**config.mk**
```make
export PLATFORM = sky130hd
export DESIGN_NAME = exec_ctrl
export DESIGN_NICKNAME = d
export VERILOG_FILES = /design/src/rtl/exec_ctrl_pkg.sv /design/src/rtl/exec_ctrl_step_debouncer.sv /design/src/rtl/exec_ctrl.sv
export SDC_FILE = /design/constraint.sdc
export NUM_CORES = 1
export LEC_CHECK = 0
export BUFFER_PORTS_ARGS = -buffer_cell sky130_fd_sc_hd__buf_2
export CAP_MARGIN = 20
export CORE_MARGIN = 10
export CORE_UTILIZATION = 30
export DETAILED_ROUTE_END_ITERATION = 10
export PLACE_DENSITY_LB_ADDON = 0.3
export SYNTH_ARGS = -nofsm -noshare
export SYNTH_HDL_FRONTEND = slang
export SYNTH_SLANG_ARGS = --single-unit
```
**constraint.sdc**
```tcl
create_clock -name clk -period 3.65 [get_ports clk]
set_clock_uncertainty 0.05 [all_clocks]
set_input_delay 0.1825 -clock clk [delete_from_list [all_inputs] [get_ports clk]]
set_output_delay 0.1825 -clock clk [all_outputs]
set_load 0.005 [all_outputs]
```
**src/rtl/exec_ctrl_pkg.sv**
```systemverilog
// Shared types for the execution controller: FSM state encoding.
package exec_ctrl_pkg;

  localparam int unsigned STATE_W = 2;

  typedef enum logic [STATE_W-1:0] {
    ST_IDLE = 2'd0,
    ST_RUN  = 2'd1,
    ST_STEP = 2'd2,
    ST_HALT = 2'd3
  } state_t;

endpackage

```
**src/rtl/exec_ctrl_step_debouncer.sv**
```systemverilog
// Step-button conditioner: synchronizer, optional stability filter
// (EXEC_CTRL_DEBOUNCE_EN) and rising-edge detector producing a 1-cycle pulse.
module step_debouncer #(
  parameter int unsigned SYNC_STAGES     = 2,
  parameter int unsigned DEBOUNCE_CYCLES = 4
) (
  input  logic clk,
  input  logic rst,
  input  logic step_async,
  output logic step_pulse
);

`ifdef EXEC_CTRL_DEBOUNCE_EN
  localparam bit FILTER_EN = 1'b1;
`else
  localparam bit FILTER_EN = 1'b0;
`endif

  logic [SYNC_STAGES-1:0] sync_p0;
  logic                   level_p1;
  logic                   level_dly_p2;

  // Stage 0: metastability synchronizer
  always_ff @(posedge clk) begin
    if (!rst) begin
      sync_p0 <= '0;
    end else begin
      sync_p0[0] <= step_async;
      for (int i = 1; i < SYNC_STAGES; i++) begin
        sync_p0[i] <= sync_p0[i-1];
      end
    end
  end

  // Stage 1: level accepted only after DEBOUNCE_CYCLES consecutive differing samples
  if (FILTER_EN && DEBOUNCE_CYCLES > 0) begin : g_filter
    localparam int unsigned SW = (DEBOUNCE_CYCLES > 1) ? $clog2(DEBOUNCE_CYCLES) : 1;
    localparam logic [SW-1:0] LAST = SW'(DEBOUNCE_CYCLES - 1);

    logic [SW-1:0] stable_cnt;
    logic          filt;

    always_ff @(posedge clk) begin
      if (!rst) begin
        stable_cnt <= '0;
        filt       <= 1'b0;
      end else if (sync_p0[SYNC_STAGES-1] == filt) begin
        stable_cnt <= '0;
      end else if (stable_cnt == LAST) begin
        filt       <= sync_p0[SYNC_STAGES-1];
        stable_cnt <= '0;
      end else begin
        stable_cnt <= stable_cnt + SW'(1);
      end
    end

    assign level_p1 = filt;
  end else begin : g_direct
    assign level_p1 = sync_p0[SYNC_STAGES-1];
  end

  // Stage 2: rising-edge detect
  always_ff @(posedge clk) begin
    if (!rst) begin
      level_dly_p2 <= 1'b0;
    end else begin
      level_dly_p2 <= level_p1;
    end
  end

  assign step_pulse = level_p1 & ~level_dly_p2;

endmodule

```
**src/rtl/exec_ctrl.sv**
```systemverilog
// Processor clock-enable controller: run / single-step / halt with cycle limit.
// Optional step debounce filter is compiled in by defining EXEC_CTRL_DEBOUNCE_EN.
module exec_ctrl
  import exec_ctrl_pkg::*;
#(
  parameter int unsigned SYNC_STAGES     = 2,
  parameter int unsigned DEBOUNCE_CYCLES = 4,
  parameter int unsigned CNT_W           = 32
) (
  input  logic               clk,
  input  logic               rst,
  input  logic               clk_select,
  input  logic               clk_step,
  input  logic               halt_req,
  input  logic [CNT_W-1:0]   cycle_limit,
  output logic               cpu_en,
  output logic [STATE_W-1:0] state,
  output logic [CNT_W-1:0]   cycle_count,
  output logic               halted
);

  state_t           state_q;
  state_t           state_nxt;
  logic             cpu_en_nxt;
  logic [CNT_W-1:0] count_q;
  logic             step_pulse;
  logic             limit_hit;
  logic             stop_req;

  function automatic logic [CNT_W-1:0] sat_inc(input logic [CNT_W-1:0] v);
    return (&v) ? v : v + CNT_W'(1);
  endfunction

  step_debouncer #(
    .SYNC_STAGES    (SYNC_STAGES),
    .DEBOUNCE_CYCLES(DEBOUNCE_CYCLES)
  ) u_step (
    .clk       (clk),
    .rst       (rst),
    .step_async(clk_step),
    .step_pulse(step_pulse)
  );

  // count_q already includes the current enabled cycle, so reaching the limit stops the next one
  assign limit_hit = (cycle_limit != '0) && (count_q >= cycle_limit);
  assign stop_req  = halt_req || limit_hit;

  always_comb begin
    state_nxt  = state_q;
    cpu_en_nxt = 1'b0;
    case (state_q)
      ST_IDLE: begin
        if (clk_select) begin
          state_nxt = ST_STEP;
        end else begin
          state_nxt  = ST_RUN;
          cpu_en_nxt = 1'b1;
        end
      end
      ST_RUN: begin
        if (stop_req) begin
          state_nxt = ST_HALT;
        end else if (clk_select) begin
          state_nxt = ST_STEP;
        end else begin
          cpu_en_nxt = 1'b1;
        end
      end
      ST_STEP: begin
        if (stop_req) begin
          state_nxt = ST_HALT;
        end else if (!clk_select) begin
          state_nxt  = ST_RUN;
          cpu_en_nxt = 1'b1;
        end else begin
          cpu_en_nxt = step_pulse;
        end
      end
      ST_HALT: state_nxt = ST_HALT;
      default: state_nxt = ST_IDLE;
    endcase
  end

  always_ff @(posedge clk) begin
    if (!rst) begin
      state_q <= ST_IDLE;
      cpu_en  <= 1'b0;
      count_q <= '0;
    end else begin
      state_q <= state_nxt;
      cpu_en  <= cpu_en_nxt;
      if (cpu_en_nxt) begin
        count_q <= sat_inc(count_q);
      end
    end
  end

  assign state       = state_q;
  assign cycle_count = count_q;
  assign halted      = (state_q == ST_HALT);

endmodule

```
* After elaboration in Yosys (flattened, before gate mapping)
Cells that the tools add are included.
** Operators by class
- $add $sub $neg :: 1
- Magnitude comparators :: 1
- Equal/unequal tests :: 5
- Muxes and demuxes :: 11
- Bitwise operators :: 3
- Reductions and logical operators :: 7
** Operators with widths (count)
- $add 32x1->32 const B :: 1
- $ge 32x32->1 :: 1
- $reduce_and 32->1 :: 1
- $reduce_bool 32->1 :: 1
- $mux 2 :: 5
- $pmux 2 s4 :: 1
- $ne 3x3->1 const B :: 2
- $eq 2x2->1 const B :: 2
- $mux 1 :: 4
- $reduce_and 2->1 :: 2
- $pmux 1 s3 :: 1
- $eq 2x1->1 const B :: 1
- $logic_not 2->1 :: 1
- $not 1->1 :: 2
- $and 1x1->1 :: 1
- $logic_and 1x1->1 :: 1
- $logic_or 1x1->1 :: 1
** Word-level totals
- Flip-flop bits (word level) :: 38
- Input port bits :: 37
- Output and inout bits :: 36
- Logic and storage cells :: 33

* Longest topological paths before layout
- Word-level depth :: 6
- Mapped depth :: 12
- Gate-level depth less buffers :: 10

* Modules after synthesis
Synthesis repeated with hierarchy kept, for this count alone.
** Second synthesis, totals
- Cell total of the unflattened synthesis :: 354
- Area, all modules :: 2771.4 um^2
** By module, submodules not included
- exec_ctrl :: instances 1, cells each 347, area an instance 2678.8 um^2, sequential area each 700.7 um^2
- step_debouncer :: instances 1, cells each 7, area an instance 92.6 um^2, sequential area each 60.1 um^2

* Worst setup path after synthesis
No wires, ideal clock.
- Path kind :: reg-to-reg
- Start point :: reg count_q[0] (netlist: cycle_count[0])
- End point :: reg count_q[18] (netlist: cycle_count[18])
- Library setup time :: 0.070 ns
- Arrival :: 2.660 ns
- Data required time :: 3.530 ns
- Setup slack :: 0.870 ns
- Cell stages (with the launch flop) :: 12
- Path buffers :: 1
- Period minus slack after synthesis :: 2.780 ns
- Cell sequence :: dfxtp_1 inv_1 ha_1 nand2b_4 a2111oi_2 or4b_1 a311oi_2 o41ai_2 nand3_1 buf_4 or4_1 a21oi_1
** Between the ends
- Longest elaborated chain between the ends :: 6
- Elaborated cells on any way between the ends :: 10
- Those cells by class :: add/sub (1); order compare (1); mux (3); bitwise (1); reduce/logical (4)
** Ends and longest elaborated chain
- start: declaration :: RTL line exec_ctrl.sv:25 : logic [CNT_W-1:0] count_q;
- start signal: assignment :: RTL line exec_ctrl.sv:93 : count_q <= sat_inc(count_q);
- $ge 32x32->1 :: RTL line exec_ctrl.sv:45 : assign limit_hit = (cycle_limit != '0) && (count_q >= cycle_limit);
- $logic_and 1x1->1 :: RTL line exec_ctrl.sv:45
- $logic_or 1x1->1 :: RTL line exec_ctrl.sv:46 : assign stop_req = halt_req || limit_hit;
- $mux 1, on equally long branches :: RTL line exec_ctrl.sv:70, exec_ctrl.sv:61
- $pmux 1 s3 :: RTL line exec_ctrl.sv:51 : case (state_q)
- $reduce_and 2->1 (no line)
Parallel ways exist; a longest one is shown, timed or not.
A chain may end at the register's enable or synchronous reset.

* Final worst setup path
- Start point :: reg count_q[21] (netlist: cycle_count[21])
- End point :: reg count_q[26] (netlist: cycle_count[26])
Same word-level chain as after synthesis.

==> key figures <==
Run status
  – Status: complete, no violations

Layout
  – Reg area: 761 sq um
  – Area Growth Syn to Fin: 21.2%
  – Most frequent cells in the layout: buf_2, a21oi_1, dfxtp_1, inv_1, ha_1
  – Antenna diodes: 0
  – Nets: 480
  – Footprint of the multi-input gates: 0.00173 sq mm
  – Share of cells above drive strength 1: 0.219
  – Most common cell after layout, fill and taps aside: buf_2
  – Final design utilization: 0.374
  – Fillers: 923

Routing
  – Vias post-DR: 2,794
  – Detail-routed via count per cell: 5.38
  – Avg WL per Cell: 16.5 um
  – Antenna Violating Nets Remaining: 0
  – Drc violations: 0
  – Final wirelength: 8570 um
  – DRT Pass-1 Iters: 4
  – Drt initial violations: 144

Synthesis
  – Yosys warnings: 0
  – Post-synthesis simple-gate area fraction: 0.280
  – Compound-Gate Fraction of Synth Area: 0.201
  – Post-synthesis sequential area ratio: 0.281
  – XOR/XNOR Fraction of Synth Area: 0.00324
  – Post-synth EDFFs: 0
  – FFs w/ async S/R, synth: 0
  – Register bit total from synthesis: 38
  – Mux share of post-synthesis cell area: 0.00370
  – Post-synth cell types: 40
  – Syn Nets: 411
  – Post-Synthesis Cells: 341
  – Syn_area_per_cell: 7.93 sq um
  – Post-synth top flop: dfxtp_1
  – Synth Area in Adders: 0.153
  – Mapped Area: 0.00270 sq mm
  – Largest family of logic cells by synthesized area: simple AND/OR/NAND/NOR gates

Setup path
  – Arrival @ worst endpoint: 3.34 ns
  – WP depth: 9
  – Kind of critical path: reg -> reg
  – CP Buf/Inv Count: 0
  – Top delay family on crit path: compound AO/OA/AOI/OAI gates
  – Worst R2R Path Depth: 9
  – Worst setup EP type: flip-flop
  – CP Data Required Time: 3.81 ns
  – Crit start category: flip-flop
  – Slowest cell on the critical path: or4_1
  – Most common cell on crit path: a21oi_1
  – CP cell instances: ha_1 -> a21oi_1 -> o21ai_1 -> a221oi_1 -> a31oi_1 -> o41ai_2 -> nand2_2 -> or4_1 -> a21oi_1
  – CP peak stage delay: 0.59 ns
  – Crit-path max FO: 26

Min path
  – Hold WC Path Type: in -> reg
  – WHS Path Cells: 2

Global route
  – Largest net degree at the start of global routing: 39
  – First-pass GRT wire length: 14,000 um
  – Grt ovf: 0
  – Initial antenna violation count: 0
  – Vias in the first global route: 2,736
  – GR Util All Layers: 0.128

Clocking
  – CTS resizes: 0
  – Clock transition at the registers of the reported paths: 0.08 ns
  – Clk sink count: 38
  – Clock Tree Buf Depth: 2
  – Clk_lat worst skew: 0.29 ns
  – Post-CTS Setup Bufs: 0
  – CTS Hold Buffers Added: 0
  – TritonCTS buffer count: 5
  – CTS H-Tree Depth: 2
  – Root buffer cell: clkbuf_8
  – TritonCTS clock tree: done

Place
  – Final Wtd Congestion: 0.846
  – DP Worst Slack: 0.474 ns
  – DP HPWL: 6750 um
  – Port bufs: 72

Floorplanning
  – Die width: 115 um
  – Core area: 0.00876 sq mm
  – Chip Height: 115 um
  – Starting density of the core: 0.308
  – Die area: 0.0132 sq mm
  – Row count: 34
  – I/O pin cnt: 73

Job
  – Maxcap violations: 0

Power and ir drop
  – Static Leakage: 0.00146 uW
  – Worst VDD drop: 0.182 mV
  – Total power: 986 uW
  – Power per standard cell area: 301 mW/mm^2

STA
  – Slew margin rel.: 0.258
  – Setup_tns: 0 ns
  – RSZ-0062 raised after global routing: false
  – Minimum clock period: 3.18 ns
  – Fmax: 0.315 GHz
  – Slew @ Worst Pin: 1.11 ns
  – Fin. max-slew vios: 0
  – Post-route setup slack: 0.475 ns
  – Final hold viol count: 0
  – Final period utilization: 0.870
  – Final setup viols: 0
worst paths after layout:
check                 endpoint              start  slack [ns]
min reg2reg  u_step.sync_p0[1]  u_step.sync_p0[0]        0.39
max reg2reg    cycle_count[26]    cycle_count[21]        0.47
min          u_step.sync_p0[0]           clk_step        0.05
max            cycle_count[26]    cycle_count[21]        0.47
per-stage QoR:
step	hold WS [ns]	cells	area, sq um
6_report	0.0481	519	3270
2_1_floorplan	0.240	341	2700
4_1_cts	0.0429	519	3270
3_5_place_dp	0.353	511	3140
3_3_place_gp	0.343	511	3140
5_1_grt	0.0628	519	3270
where the power goes:
part	leakage, uW	internal [uW]	total, uW	switching, uW
Sequential	0.000308	421	428	7.38
Clock	0.0000683	274	437	163
Combinational	0.00108	46.7	121	74.3
flip-flops by register name (all words and copies together) (netlist names):
name,flops
u_step.level_dly_p2,1
u_step.sync_p0,2
state,2
cpu_en,1
cycle_count,32
cell families (layout without fill, tap and decap cells):
kind of cell	after synthesis	count (layout)
mux	1	1
compound gates	89	89
simple gates	131	131
fa+ha+maj	33	33
xor+xnor	1	1
buf+inv	48	118
flops	38	38
cell type report:
class	instances	area share
timing repair buffer	74	0.115
sequential	38	0.232
tap	108	0.0413
multi-input combinational	255	0.528
clock buffer	5	0.0210
inverter	36	0.0413
clock inverter	3	0.0210
synth_stat cells (2+ instances only):
cell	instances	area [sq um]
clkbuf_1	4	15.0
and4_1	4	35.0
o311ai_0	2	17.5
and2_1	5	31.3
and3_1	4	25.0
o21a_1	4	30.0
buf_6	2	22.5
nand4_1	15	93.8
ha_1	33	413
inv_1	36	135
o21ai_1	16	80.1
nand3_1	16	80.1
a21oi_1	40	200
a31oi_1	2	12.5
nor2_1	12	45.0
o41ai_1	2	17.5
nand2b_1	2	12.5
nor4_1	9	56.3
nor3_1	5	25.0
buf_4	4	30.0
o21ai_0	7	35.0
or4_1	13	97.6
o31ai_1	11	82.6
dfxtp_1	38	761
or3_1	15	93.8
nand2_1	26	97.6
per-layer routing:
layer	wire length, um	vias up	global-route usage
li1	-	1417	-
met1	4090	1307	0.169
met2	3890	62	0.202
met3	483	8	0.0328
met4	109	0	0.0371
met5	0	-	0
(Power assumes the default switching activity.)
